## config.mk

```make
export PLATFORM = sky130hd
export DESIGN_NAME = pkt_bank_sched
export DESIGN_NICKNAME = d
export VERILOG_FILES = /design/src/rtl/pkt_sched_pkg.sv /design/src/rtl/pkt_bank_slot.sv /design/src/rtl/pkt_bank_sched.sv
export SDC_FILE = /design/constraint.sdc
export NUM_CORES = 1
export LEC_CHECK = 0
export ABC_AREA = 1
export BUFFER_PORTS_ARGS = -buffer_cell sky130_fd_sc_hd__buf_2
export CORE_UTILIZATION = 54
export DETAILED_ROUTE_END_ITERATION = 12
export GPL_ROUTABILITY_DRIVEN = 0
export PLACE_DENSITY = 0.78
export SLEW_MARGIN = 25
export SYNTH_ARGS = -nofsm -noshare
export SYNTH_HDL_FRONTEND = slang
export SYNTH_SLANG_ARGS = --single-unit
```

## constraint.sdc

```tcl
create_clock -name aclk -period 2 [get_ports aclk]
set_clock_uncertainty 0.1 [all_clocks]
set_input_delay 0.2 -clock aclk [delete_from_list [all_inputs] [get_ports aclk]]
set_output_delay 0.2 -clock aclk [all_outputs]
set_load 0.01 [all_outputs]
```

## src/rtl/pkt_sched_pkg.sv

```systemverilog
// Shared types and constants for the two-bank packet scheduler.
// Holds the bank/FSM encodings, the slot command set and the length clamp.
package pkt_sched_pkg;

  localparam int BANK_BYTES_DEF = 2048;  // 64 BRAM words x 32 B

  typedef enum logic [1:0] {
    BANK_EMPTY    = 2'd0,
    BANK_FULL     = 2'd1,
    BANK_DRAINING = 2'd2
  } bank_state_e;

  typedef enum logic {
    FE_WRITE = 1'b0,
    FE_WAIT  = 1'b1
  } fe_state_e;

  typedef enum logic {
    BE_IDLE = 1'b0,
    BE_BUSY = 1'b1
  } be_state_e;

  typedef enum logic [1:0] {
    SLOT_HOLD  = 2'd0,
    SLOT_FILL  = 2'd1,
    SLOT_DRAIN = 2'd2,
    SLOT_FREE  = 2'd3
  } slot_cmd_e;

  function automatic logic [15:0] clamp_len(input logic [15:0] len, input logic [15:0] cap);
    return (len > cap) ? cap : len;
  endfunction

endpackage

```

## src/rtl/pkt_bank_slot.sv

```systemverilog
// One ping-pong bank: its EMPTY/FULL/DRAINING state and the latched packet length.
// Commands come from the scheduler; the scheduler guarantees at most one per cycle.
module pkt_bank_slot
  import pkt_sched_pkg::*;
(
  input  logic        aclk,
  input  logic        aresetn,
  input  slot_cmd_e   cmd,
  input  logic [15:0] len_in,
  output bank_state_e state,
  output logic [15:0] len
);

  // NOTE: sequential state uses <= so every register samples pre-edge values.
  always_ff @(posedge aclk) begin
    if (!aresetn) begin
      state <= BANK_EMPTY;
      // NOTE: the length is reset too, so a discarded packet leaves nothing behind.
      len   <= '0;
    end else begin
      unique case (cmd)
        SLOT_FILL: begin
          state <= BANK_FULL;
          len   <= len_in;
        end
        SLOT_DRAIN: state <= BANK_DRAINING;
        SLOT_FREE:  state <= BANK_EMPTY;
        default:    ;
      endcase
    end
  end

endmodule

```

## src/rtl/pkt_bank_sched.sv

```systemverilog
// Two-bank packet scheduler: frontend fills one bank while the backend drains the other.
// Frontend and backend FSMs share only the registered per-bank state.
module pkt_bank_sched
  import pkt_sched_pkg::*;
#(
  parameter int BANK_BYTES = BANK_BYTES_DEF,
  parameter int CNT_W      = 16
) (
  input  logic             aclk,
  input  logic             aresetn,
  input  logic             fe_start,
  input  logic [15:0]      fe_length,
  output logic             fe_finish,
  output logic             fe_bank,
  output logic             be_start,
  output logic [15:0]      be_length,
  output logic             be_bank,
  input  logic             be_finish,
  output logic [1:0]       bank_full,
  output logic [CNT_W-1:0] pkt_cnt,
  output logic             err
);

  localparam logic [15:0] LEN_CAP = 16'(BANK_BYTES);

  bank_state_e      slot_state [2];
  logic [15:0]      slot_len   [2];
  slot_cmd_e        slot_cmd   [2];

  fe_state_e        fe_state, fe_state_n;
  be_state_e        be_state, be_state_n;
  logic             fe_finish_n, fe_bank_n, fill, other_empty, len_bad;
  logic             be_start_n, be_bank_n, rd, rd_n, drain, release_bank, err_n;
  logic [15:0]      be_length_n;
  logic [CNT_W-1:0] pkt_cnt_n;

  for (genvar i = 0; i < 2; i++) begin : g_slot
    pkt_bank_slot u_slot (
      .aclk    (aclk),
      .aresetn (aresetn),
      .cmd     (slot_cmd[i]),
      .len_in  (clamp_len(fe_length, LEN_CAP)),
      .state   (slot_state[i]),
      .len     (slot_len[i])
    );
    assign bank_full[i] = (slot_state[i] != BANK_EMPTY);
  end

  assign other_empty = (slot_state[~fe_bank] == BANK_EMPTY);
  assign len_bad     = (fe_length == 16'd0) || (fe_length > LEN_CAP);

  // NOTE: defaults first keep this block latch-free on every path.
  always_comb begin
    fe_state_n  = fe_state;
    fe_finish_n = 1'b0;
    fe_bank_n   = fe_bank;
    fill        = 1'b0;
    case (fe_state)
      FE_WRITE: if (fe_start) begin
        fill = 1'b1;
        if (other_empty) begin
          fe_finish_n = 1'b1;
          fe_bank_n   = ~fe_bank;
        end else begin
          fe_state_n = FE_WAIT;
        end
      end
      FE_WAIT: if (other_empty) begin
        fe_finish_n = 1'b1;
        fe_bank_n   = ~fe_bank;
        fe_state_n  = FE_WRITE;
      end
    endcase
  end

  always_comb begin
    be_state_n   = be_state;
    rd_n         = rd;
    be_start_n   = 1'b0;
    be_bank_n    = be_bank;
    be_length_n  = be_length;
    pkt_cnt_n    = pkt_cnt;
    drain        = 1'b0;
    release_bank = 1'b0;
    case (be_state)
      BE_IDLE: if (slot_state[rd] == BANK_FULL) begin
        drain       = 1'b1;
        be_start_n  = 1'b1;
        be_bank_n   = rd;
        be_length_n = slot_len[rd];
        pkt_cnt_n   = pkt_cnt + CNT_W'(1);
        be_state_n  = BE_BUSY;
      end
      BE_BUSY: if (be_finish) begin
        release_bank = 1'b1;
        rd_n         = ~rd;
        be_state_n   = BE_IDLE;
      end
    endcase
  end

  // The filled bank is always EMPTY and the drained/released one never is, so they never collide.
  always_comb begin
    for (int i = 0; i < 2; i++) slot_cmd[i] = SLOT_HOLD;
    if (fill)              slot_cmd[fe_bank] = SLOT_FILL;
    if (drain)             slot_cmd[rd]      = SLOT_DRAIN;
    else if (release_bank) slot_cmd[rd]      = SLOT_FREE;
  end

  assign err_n = err
               | (fe_start && ((fe_state == FE_WAIT) || len_bad))
               | (be_finish && (be_state == BE_IDLE));

  always_ff @(posedge aclk) begin
    if (!aresetn) begin
      fe_state  <= FE_WRITE;
      fe_finish <= 1'b0;
      fe_bank   <= 1'b0;
      be_state  <= BE_IDLE;
      rd        <= 1'b0;
      be_start  <= 1'b0;
      be_bank   <= 1'b0;
      be_length <= '0;
      pkt_cnt   <= '0;
      err       <= 1'b0;
    end else begin
      fe_state  <= fe_state_n;
      fe_finish <= fe_finish_n;
      fe_bank   <= fe_bank_n;
      be_state  <= be_state_n;
      rd        <= rd_n;
      be_start  <= be_start_n;
      be_bank   <= be_bank_n;
      be_length <= be_length_n;
      pkt_cnt   <= pkt_cnt_n;
      err       <= err_n;
    end
  end

endmodule

```

Word-level counts from Yosys, hierarchy flattened:

Cells that the tools add are included.

* bits in registers: 76
* word-level logic and storage cells: 92
* output and inout port bits: 39

* add/sub/neg operators: 1
* mux-type cells: 36
* order comparisons: 6
* equality and inequality tests: 8
* bitwise operators: 13
* reductions and logical operators: 14

Operators by type and width (number)
* $mux W16: 4
* $add A16 B1 Y16 const B: 1
* $gt A16 B12 Y1 const B: 1
* $logic_not A16 Y1: 1
* $mux W2: 8
* $mux W1: 13
* $pmux W2 S3: 2
* $eq A2 B2 Y1 const B: 4
* $mux W4: 2
* $pmux W1 S2: 4
* $eq A2 B1 Y1 const B: 3
* $ge A2 B2 Y1 const B: 3
* $not A1 Y2: 3
* $reduce_bool A3 Y1: 2
* $demux W2 S1: 2
* $logic_and A1 B1 Y1: 4
* $lt A2 B1 Y1 const B: 2
* $not A1 Y1: 4
* $or A4 B4 Y4: 1
* $reduce_and A2 Y1: 2
* $reduce_bool A2 Y1: 2
* $mux W3: 1
* $and A2 B2 Y2: 1
* $logic_not A2 Y1: 1
* 5 further kinds: 7

Logic depth before layout (Yosys ltp):

Gate-level depths: netlist of run 1.

* depth after elaboration: 11
* mapped depth: 9
* mapped depth without buffers: 9

By module:

A second synthesis of run 1 with hierarchy kept.

* cell total of the unflattened synthesis: 536
* area, all modules: 3602.2 µm²

By module, submodules not included
* pkt_bank_sched: sequential area each 800.8 µm², cells each 312, instances 1, area an instance 2065.7 µm²
* pkt_bank_slot: sequential area each 360.3 µm², cells each 112, instances 2, area an instance 768.2 µm²

Least setup slack after synthesis of run 1:

Ideal clock, no wire load.

* path type: register to register
* start: reg pkt_cnt[0]
* end: reg pkt_cnt[10]
* required time: 1.787 ns
* cell stages (with the launch flop): 9
* setup slack: 0.488 ns
* arrival: 1.299 ns
* library setup time: 0.113 ns
* cells stage by stage: dfxtp_1 -> ha_1 -> nand3_1 -> nor2_2 -> nand3_1 -> nor2_2 -> nand2_1 -> nor2_1 -> nor2_1

* longest elaborated chain between the ends: 1

RTL lines
* from (decl): RTL line pkt_bank_sched.sv:20 `output logic [CNT_W-1:0] pkt_cnt,`
* from (signal assigned): RTL line pkt_bank_sched.sv:135 `pkt_cnt <= pkt_cnt_n;`
* $add A16 B1 Y16: RTL line pkt_bank_sched.sv:91 `pkt_cnt_n = pkt_cnt + CNT_W'(1);`

No other way between the ends.
A chain may end at the register's enable or synchronous reset.

Worst setup path after layout of run 1:

Same ends and word-level chain as after synthesis.

==> impl_results.md, run 1 <==
* Status: finished, violations left
* Failing checks: DRC
* TritonCTS Buffers at 9
* Post-CTS sizing at 0
* Final setup viols at 0
* Final Util at 0.660
* Setup TNS at 0 ns
* Antenna Cells at 0
* Reg2reg end: pkt_cnt[10]
* Crit Reg-Reg Startpoint: pkt_cnt[0]
* Post-synthesis sequential area ratio at 0.494
* Syn_area_per_cell at 7.61 um^2
* CTS tree: yes
* Final Non-Filler Cells at 541
* Clk Latency, worst-skew pair at 0.34 ns
* Starting density of the core at 0.560
* LEAKAGE at 1.59 nW
* WL final at approximately 7200 um
* Initial DRC count at 215
* Via count at 2896
* Fraction of layout cells with a size suffix above 1 at 0.198
* RSZ-0062 raised after global routing: false
* WP data required at approximately 2.2 ns
* Routed Antenna Nets at 0
* Cell mode on critical path: nand2_1
* Longest Clk Path Bufs at 2
* Fin. max-slew vios at 0
* Fmax at 617 MHz
* Crit path capture: pkt_cnt[10]
* Die area at around 6000 um^2
* Antenna violations before repair at 0
* Final hold vios at 0
* Number of library cell types mapped by synthesis at 28
* GRT Total Usage at 0.263
* Fin Hold WS at ~0.040 ns
* Hold Path Class: input pin to flop
* CP Cell Sequence: ha_1, nand3_1, nor2_2, nand3_1, nor2_2, nand2_1, nand2_1, nand2_1, nor2_1
* Worst-path clk slew at 0.07 ns
* Nets at 487
* CP Data Arrival Time at approximately 1.8 ns
* Max Cap Violations at 0
* #FFs+latches synth at between 70 and 80
* Maximum vdd drop at 0.000667 V
* Total global routing overflow at 0
* Slew margin rel. at 0.625
* Crit path time final at 1.62 ns
* HPWL after detailed placement at 4880 um
* Pwr per Cell Area at 983 nW/um^2
* Rows at 27
* Die Span Y at 77.5 um
* Area of the core at 5510 um^2
* Post-Syn Area at roughly 3000 um^2
* CTS sink cnt at 76
* # DRC at 2
* Die Wd at 77.5 um
* Crit path kind: flop to flop
* CTS Hold Bufs at 0
* Root Driver: clkbuf_8
* Crit-path slowest cell: dfxtp_1
* Mapped Nets at about 430
* Vias in the first global route at approximately 2700
* Total iterations of the first detailed-routing run at 9
* CP Capture Type: flop
* Cells after Synth at 405
* DR WL/cell at 13.3 um
* Commonest non-fill, non-tap cells in the layout: nand2_1, dfxtp_1, buf_2
* R2R depth at 9
* Largest net degree at the start of global routing at 35
* Worst path max stage delay at 0.40 ns
* Slew at the pin with the worst max-slew slack at 0.562 ns
* Worst setup SP type: flop
* Count of warnings emitted by yosys at 0
* Most common cell after layout, fill and taps aside: nand2_1
* Reg-to-reg slack, setup at 0.38 ns
* First-pass GRT wire length at about 12000 um
* Area growth syn-to-layout at 17.9%
* IO Port Bufs at 58
* Routed vias/inst at 5.35
* Htree depth at 3
* Crit path launch: pkt_cnt[0]
* Post-CTS Setup Bufs at 0
* CP max FO at 5
* Tcrit/Tclk final at 0.811
* I/O pin count at just under 60
* Placed Cells at 527
-- final cells by class --
cell class                 instances  area (um^2)
inverter                          37          139
timing repair buffer              66          350
sequential                        76         1520
multi-input combinational        276         1340
clock buffer                      12          155
fill                             454         1870
clock inverter                     2         35.0
tap                               72         90.1
-- cell families after synthesis --
family                   count (synthesis)  synth area share
XOR/XNOR                                 1           0.00284
AO/OA/AOI/OAI                          104             0.185
adder cells (fa/ha/maj)                  1           0.00406
flip-flops                              76             0.494
AND/OR/NAND/NOR                        170             0.244
buffers and inverters                   53            0.0706
-- state kept, by name, summed over array words and instances (netlist names) --
signal and count:
g_slot.u_slot.len 32, be_length 16, pkt_cnt 16, g_slot.u_slot.state 4
be_bank 1, be_start 1, be_state 1, err 1
fe_bank 1, fe_finish 1, fe_state 1, rd 1
-- cell usage after synthesis, drive strengths merged --
cell | instances | area (um^2)
a211oi | 1 | 7.51
a21oi | 54 | 270
a22oi | 16 | 120
and3 | 2 | 12.5
buf | 9 | 52.6
clkbuf | 7 | 26.3
clkinv | 1 | 3.75
dfxtp | 76 | 1520
ha | 1 | 12.5
inv | 36 | 135
nand2 | 80 | 303
nand3 | 27 | 153
nand4 | 4 | 25.0
nor2 | 45 | 194
nor3 | 10 | 50.1
nor3b | 1 | 7.51
o21ai | 33 | 173
or2 | 1 | 6.26
xnor2 | 1 | 8.76
-- report_power, final --
part           switching [mW]  total [mW]  internal (mW)
logic                   0.470       0.691          0.221
registers              0.0806        1.74           1.65
clock network           0.516        1.15          0.630
total                    1.07        3.57           2.51
-- worst min-delay path by stage --
| stage | startpoint | to | depth (start not counted) | slack [ns] |
|---|---|---|---|---|
| 2_1_floorplan | aresetn | g_slot[0].u_slot.len[0] | 2 | 0.24 |
| 3_3_place_gp | g_slot[1].u_slot.len[15] | g_slot[1].u_slot.len[15] | 2 | 0.34 |
| 3_5_place_dp | g_slot[0].u_slot.len[15] | g_slot[0].u_slot.len[15] | 2 | 0.35 |
| 4_1_cts | fe_length[4] | g_slot[0].u_slot.len[4] | 3 | 0.02 |
| 5_1_grt | fe_start | err | 3 | 0.04 |
| 6_report | fe_length[4] | g_slot[0].u_slot.len[4] | 3 | 0.04 |
-- worst max-delay path: cells and delay by family, from the launching register on --
family	cells	cell delay, ns
adder cells (fa/ha/maj)	1	0.22
flip-flops	1	0.40
AND/OR/NAND/NOR	8	0.84
-- metrics by stage --
| step | power [mW] | setup slack, ns | cell area, um^2 |
|---|---|---|---|
| after floorplan | 2.23 | 0.488 | 3080 |
| after global placement | 2.44 | 0.428 | 3440 |
| after detailed placement | 2.45 | 0.392 | 3440 |
| after CTS | 3.59 | 0.381 | 3630 |
| after global routing | 3.77 | 0.128 | 3630 |
| final | 3.57 | 0.378 | 3630 |
-- layer usage --
metal  part of all wire  vias up  global-route usage
met1               0.46     1335               0.337
li1                   -     1466                   -
met4             0.0042        0               0.111
met3              0.057        4              0.0635
met5                  0        -                   0
met2               0.48       91               0.422
(Power assumes the default switching activity.)
==> inputs of run 2 (changes only) <==
--- a/config.mk
+++ b/config.mk
@@ -7,10 +7,10 @@
 export LEC_CHECK = 0
 export ABC_AREA = 1
 export BUFFER_PORTS_ARGS = -buffer_cell sky130_fd_sc_hd__buf_2
-export CORE_UTILIZATION = 54
+export CORE_UTILIZATION = 49
 export DETAILED_ROUTE_END_ITERATION = 12
 export GPL_ROUTABILITY_DRIVEN = 0
-export PLACE_DENSITY = 0.78
+export PLACE_DENSITY = 0.75
 export SLEW_MARGIN = 25
 export SYNTH_ARGS = -nofsm -noshare
 export SYNTH_HDL_FRONTEND = slang
==> constraint.sdc (replaced) <==
create_clock -name aclk -period 1.3 [get_ports aclk]
set_clock_uncertainty 0.1 [all_clocks]
set_input_delay 0.13 -clock aclk [delete_from_list [all_inputs] [get_ports aclk]]
set_output_delay 0.13 -clock aclk [all_outputs]
set_load 0.01 [all_outputs]
==> run 2 against run 1 <==
The run ends with hold timing, setup timing left; final cell count increased by 13%; via count increased by 22%; routed wire length increased by 51%; combinational power increased to 3.2 times the previous value; first-iteration DRC count increased by 26%; non-clock buffer count increased by 63; sequential share of layout area decreased by 9.7 points; fmax increased by 2.2%; setup slack got worse by 0.67 ns.
==> impl_results.md, run 2 (same netlist as run 1, synthesis figures left out) <==
* Status: finished, violations left
* Failing checks: hold timing, setup timing
* Largest register FFs at 32 (unchanged)
* Total iterations of the first detailed-routing run at 5 (-4)
* CP Capture Type: flop
* Worst setup SP type: flop
* TritonCTS Buffers at 9 (unchanged)
* WL final at 10800 um (+51%)
* Clk Latency, worst-skew pair at 0.37 ns (+0.03 ns)
* Largest net degree at the start of global routing at 38 (+8.6%)
* Crit path kind: flop to flop
* Via count at 3532 (+22%)
* Fraction of layout cells with a size suffix above 1 at 0.478 (+0.279)
* Family with the most delay on the worst path: simple AND/OR/NAND/NOR gates
* Fin. max-slew vios at 0 (unchanged)
* Vias in the first global route at 3061 (+12%)
* CP max FO at 6 (+1)
* Final setup viols at 68 (+68)
* Tot Pwr at 7.12 mW (+99%)
* Crit-path slowest cell: dfxtp_1
* RSZ-0062 raised after global routing: true
* CP Data Arrival Time at 1.78 ns (-0.02 ns)
* Crit path time final at 1.59 ns (-0.0347 ns)
* Routed Antenna Nets at 0 (unchanged)
* Die Span Y at 81.3 um (+4.8%)
* Largest registers: g_slot.u_slot.len: 32 flops, be_length: 16 flops, pkt_cnt: 16 flops
* I/O pin count at 59 (unchanged)
* Root Driver: clkbuf_8
* Worst-path clk slew at 0.09 ns (+0.02 ns)
* Antenna violations before repair at 0 (unchanged)
* Initial DRC count at 271 (+26%)
* Total global routing overflow at 0 (unchanged)
* Tcrit/Tclk final at 1.22 (+0.410)
* Longest Clk Path Bufs at 2 (unchanged)
* Crit path buffers/inverters at 2 (+2)
* Slew margin rel. at 0.716 (+0.0905)
* Slew at the pin with the worst max-slew slack at 0.425 ns (-0.136 ns)
* Die area at 6610 um^2 (+9.9%)
* Final hold vios at 1 (+1)
* Rows at 28 (+3.7%)
* Fillers at 346 (-24%)
* Fin Hold WS at -0.0143 ns (-0.0543 ns)
* Most common cell after layout, fill and taps aside: dfxtp_1
* Pwr per Cell Area at 1470 nW/um^2 (+50%)
* Fmax at 630 MHz (+2.2%)
* Antenna Cells at 0 (unchanged)
* WP data required at 1.50 ns (-0.68 ns)
* Final worst slack at -0.287 ns (-0.665 ns)
* Nets at 550 (+13%)
* Commonest non-fill, non-tap cells in the layout: dfxtp_1, buf_2, nand2_1
* Routed vias/inst at 5.80 (+8.3%)
* Maximum vdd drop at 0.000954 V (+43%)
* LEAKAGE at 2.06 nW (+30%)
* Die Wd at 81.3 um (+4.8%)
* HPWL after detailed placement at 5370 um (+10%)
* IO Port Bufs at 58 (unchanged)
* CTS tree: yes
* Cell mode on critical path: nand3_2
* Starting density of the core at 0.514 (-0.0452)
* Htree depth at 3 (unchanged)
* First-pass GRT wire length at 13700 um (+9.8%)
* Max Cap Violations at 0 (unchanged)
* GRT Total Usage at 0.276 (+0.0123)
* Area of the core at 5990 um^2 (+8.8%)
* CP Cell Sequence: inv_1, nand3_2, nor2_4, buf_6, nand3_2, a21oi_2
* Worst path max stage delay at 0.35 ns (-0.05 ns)
* DR WL/cell at 17.8 um (+34%)
* Area growth syn-to-layout at 56.8%
* Hold Path Class: input pin to flop
* Dpl ws at -0.272 ns (-0.664 ns)
* # DRC at 0 (-2)
* CTS sink cnt at 76 (unchanged)
* Biggest register: g_slot.u_slot.len
run 2: cell types whose count changed in the layout (fill, tap and decap cells not counted), moves of 10 or more:
cell and delta:
a22oi_1 -13, a22oi_2 +13, buf_4 +28, buf_6 +19
dfxtp_1 -16, dfxtp_2 +10, dlygate4sd3_1 +10, inv_1 -10
nand2_1 -27, nand2_2 +19, nand3_1 -11, o21ai_0 -11
run 2: area by class of cell:
type	count	area (um^2)	area share
Clock buffer	10	138	0.0285
Timing Repair Buffer	129	1020	0.211
Tap cell	75	93.8	0.0194
Sequential cell	76	1560	0.322
Multi-Input combinational cell	276	1780	0.368
Clock inverter	6	93.8	0.0194
Inverter	37	150	0.0311
run 2: layer usage:
layer	part of all wire	GRT usage
met1	0.39	0.325
met2	0.49	0.469
met3	0.071	0.0663
met4	0.049	0.127
met5	0	0
run 2: final timing paths:
kind | from | cells past startpoint | slack [ns] | endpoint
max | fe_state | 6 | -0.29 | g_slot[1].u_slot.len[3]
min | be_finish | 4 | -0.01 | rd
max reg2reg | fe_state | 6 | -0.29 | g_slot[1].u_slot.len[3]
min reg2reg | g_slot[1].u_slot.len[13] | 2 | 0.36 | g_slot[1].u_slot.len[13]
run 2: worst register-to-register path, delay by kind of cell, from the launching register on:
kind,cells,cell delay (ns)
flops,1,0.35
simple gates,3,0.58
compound gates,1,0.15
buf+inv,2,0.34
run 2: power breakdown:
| group | leakage [nW] | switching [mW] | total (mW) | internal, mW |
|---|---|---|---|---|
| clock | 0.113 | 0.996 | 2.15 | 1.15 |
| combinational | 1.32 | 1.21 | 2.21 | 1.00 |
| sequential | 0.627 | 0.196 | 2.76 | 2.56 |
run 2: through the flow:
step	utilization	cell area (um^2)	instances	TNS, ns
floorplan	-	3140	405	-0.259
global placement	0.642	3850	569	-5.16
detailed placement	0.642	3850	569	-8.02
CTS	0.728	4360	602	-2.55
global route	0.807	4830	609	-12.75
finish	0.807	4830	609	-8.74
run 2: repair_timing:
action                     in CTS  in global routing
hold endpoints to repair       20                  0
resized for setup              49                108
setup buffers                   6                  5
cloned                          1                  3
setup endpoints to repair      68                 73
hold buffers                   10                  0
pin swaps                      21                 21
==> inputs of run 3 (changes only) <==
--- a/config.mk
+++ b/config.mk
@@ -7,10 +7,11 @@
 export LEC_CHECK = 0
 export ABC_AREA = 1
 export BUFFER_PORTS_ARGS = -buffer_cell sky130_fd_sc_hd__buf_2
-export CORE_UTILIZATION = 49
+export CORE_UTILIZATION = 54
 export DETAILED_ROUTE_END_ITERATION = 12
 export GPL_ROUTABILITY_DRIVEN = 0
-export PLACE_DENSITY = 0.75
+export GPL_TIMING_DRIVEN = 0
+export PLACE_DENSITY = 0.78
 export SLEW_MARGIN = 25
 export SYNTH_ARGS = -nofsm -noshare
 export SYNTH_HDL_FRONTEND = slang
==> constraint.sdc (replaced) <==
create_clock -name aclk -period 1.5 [get_ports aclk]
set_clock_uncertainty 0.1 [all_clocks]
set_input_delay 0.075 -clock aclk [delete_from_list [all_inputs] [get_ports aclk]]
set_output_delay 0.075 -clock aclk [all_outputs]
set_load 0.01 [all_outputs]
==> run 3 against run 2 <==
The flow finishes with violations (setup timing); global-route usage up 0.61 points; non-clock buffer count down 26; combinational power fell by 38%; die area decreased by 9.0%; critical path type unchanged; worst hold slack gained 0.078 ns.
==> impl_results.md, run 3 (same netlist as run 1, synthesis figures left out) <==
* Status: finished, violations left
* Failing checks: setup timing
* Clk Latency, worst-skew pair at 0.35 ns (-0.02 ns)
* Fillers at 402 (+16%)
* Largest net degree at the start of global routing at 14 (-63%)
* Largest register FFs at 32 (unchanged)
* CTS sink cnt at 76 (unchanged)
* Biggest register: g_slot.u_slot.len
* Most common cell after layout, fill and taps aside: nand2_1
* GRT Total Usage at 0.282 (+0.00610)
* Root Driver: clkbuf_8
* Tot Pwr at 5.26 mW (-26%)
* Fin. max-slew vios at 0 (unchanged)
* Crit path kind: flop to flop
* I/O pin count at 59 (unchanged)
* Reg-to-reg slack, setup at -0.04 ns (+0.24 ns)
* Worst setup SP type: flop
* Nets at 524 (-4.7%)
* Die Wd at 77.5 um (-4.6%)
* Maximum vdd drop at 0.000774 V (-19%)
* LEAKAGE at 1.76 nW (-15%)
* Fmax at 647 MHz (+2.7%)
* Via count at 3302 (-6.5%)
* Routed Antenna Nets at 0 (unchanged)
* Placed Cells at 535 (-6.0%)
* Max Cap Violations at 0 (unchanged)
* WP data required at 1.66 ns (+0.16 ns)
* Longest Clk Path Bufs at 2 (unchanged)
* Hold Path Class: input pin to flop
* Area growth syn-to-layout at 35.8%
* DR WL/cell at 16.0 um (-10%)
* Final setup viols at 7 (-90%)
* Routed vias/inst at 5.69 (-1.8%)
* DP Area at 3460 um^2 (-10%)
* Crit path time final at 1.54 ns (-0.0421 ns)
* Slew at the pin with the worst max-slew slack at 0.590 ns (+0.164 ns)
* Rows at 27 (-3.6%)
* Area of the core at 5510 um^2 (-8.1%)
* TritonCTS Buffers at 9 (unchanged)
* Tcrit/Tclk final at 1.03 (-0.191)
* Total iterations of the first detailed-routing run at 5 (unchanged)
* Starting density of the core at 0.560 (+0.0452)
* Die area at 6010 um^2 (-9.0%)
* HPWL after detailed placement at 5330 um (-0.76%)
* Final worst slack at -0.0448 ns (+0.242 ns)
* WL final at 9260 um (-15%)
* Initial DRC count at 257 (-5.2%)
* Commonest non-fill, non-tap cells in the layout: nand2_1, dfxtp_1, buf_2
* Final hold vios at 0 (-1)
* Total global routing overflow at 0 (unchanged)
* Fraction of layout cells with a size suffix above 1 at 0.307 (-0.170)
* First-pass GRT wire length at 13200 um (-3.8%)
* IO Port Bufs at 58 (unchanged)
* Htree depth at 3 (unchanged)
* CTS tree: yes
* Final instance area at 4180 um^2 (-13%)
* Vias in the first global route at 2921 (-4.6%)
* RSZ-0062 raised after global routing: true
* Antenna violations before repair at 0 (unchanged)
* Antenna Cells at 0 (unchanged)
* CP Data Arrival Time at 1.70 ns (-0.08 ns)
* Worst-path clk slew at 0.08 ns (about the same)
* # DRC at 0 (unchanged)
* Final Non-Filler Cells at 580 (-4.8%)
* CP Capture Type: flop
* Slew margin rel. at 0.607 (-0.109)
* Die Span Y at 77.5 um (-4.6%)
* CP max FO at 7 (+1)
* Pwr per Cell Area at 1260 nW/um^2 (-15%)
* Largest registers: g_slot.u_slot.len: 32 flops, be_length: 16 flops, pkt_cnt: 16 flops
-- run 3: changes by cell type in the layout (fill, tap and decap cells not counted), sizes merged, moves of 2 or more --
| cell | delta |
|---|---|
| clkbuf | +4 |
| buf | -35 |
| dlygate4sd3 | +4 |
| clkinv | +2 |
-- run 3: worst max-delay path, cell delays in order (launching register included) --
cell     delay (ns)
dfxtp_2        0.36
inv_4          0.06
o21ai_4        0.18
nand3_4        0.22
buf_6          0.20
nor2_4         0.08
o21ai_1        0.08
a21oi_1        0.20
-- run 3: where the power goes --
group          leakage [nW]  internal, mW  switching, mW
sequential            0.622          2.22          0.144
clock                0.0910         0.758          0.761
combinational          1.05         0.557          0.827
-- run 3: timing repair --
item | 4_1_cts | 5_1_grt
hold endpoints to repair | 27 | 0
setup endpoints to repair | 26 | 61
resized for setup | 10 | 67
hold buffers | 14 | 0
buffers inserted | 4 | 9
pin swaps | 4 | 19
cloned | 0 | 2
-- run 3: per-stage QoR --
| step | hold slack [ns] | TNS [ns] | utilization | setup slack (ns) |
|---|---|---|---|---|
| floorplan | 0.113 | 0 | - | 0.00330 |
| global placement | 0.254 | -0.191 | 0.629 | -0.0512 |
| detailed placement | 0.262 | -0.676 | 0.629 | -0.118 |
| CTS | 0.0533 | 0 | 0.700 | 0.00209 |
| global route | 0.106 | -2.44 | 0.760 | -0.109 |
| finish | 0.0638 | -0.105 | 0.760 | -0.0448 |
-- run 3: final cells by class --
| class | instances | area [um^2] | share of cell area |
|---|---|---|---|
| Buffer | 16 | 118 | 0.0281 |
| Tap cell | 72 | 90.1 | 0.0215 |
| Multi-Input combinational cell | 276 | 1530 | 0.366 |
| Timing Repair Buffer | 87 | 576 | 0.138 |
| Clock buffer | 9 | 124 | 0.0296 |
| Clock inverter | 7 | 67.6 | 0.0161 |
| Inverter | 37 | 141 | 0.0338 |
| Sequential cell | 76 | 1540 | 0.368 |
-- run 3: per-layer routing --
layer	part of all wire	wire length [um]	vias up	GRT usage
met1	0.41	3830	1579	0.352
li1	-	-	1546	-
met2	0.50	4590	149	0.457
met3	0.062	571	28	0.0459
met4	0.028	261	0	0.166
met5	0	0	-	0
-- run 3: worst paths after layout --
check,startpoint,end,depth (start not counted)
hold reg to reg,g_slot[1].u_slot.len[13],g_slot[1].u_slot.len[13],2
setup reg to reg,g_slot[0].u_slot.state[0],pkt_cnt[3],7
setup / recovery,g_slot[0].u_slot.state[0],pkt_cnt[3],7
hold / removal,fe_length[14],g_slot[1].u_slot.len[11],5
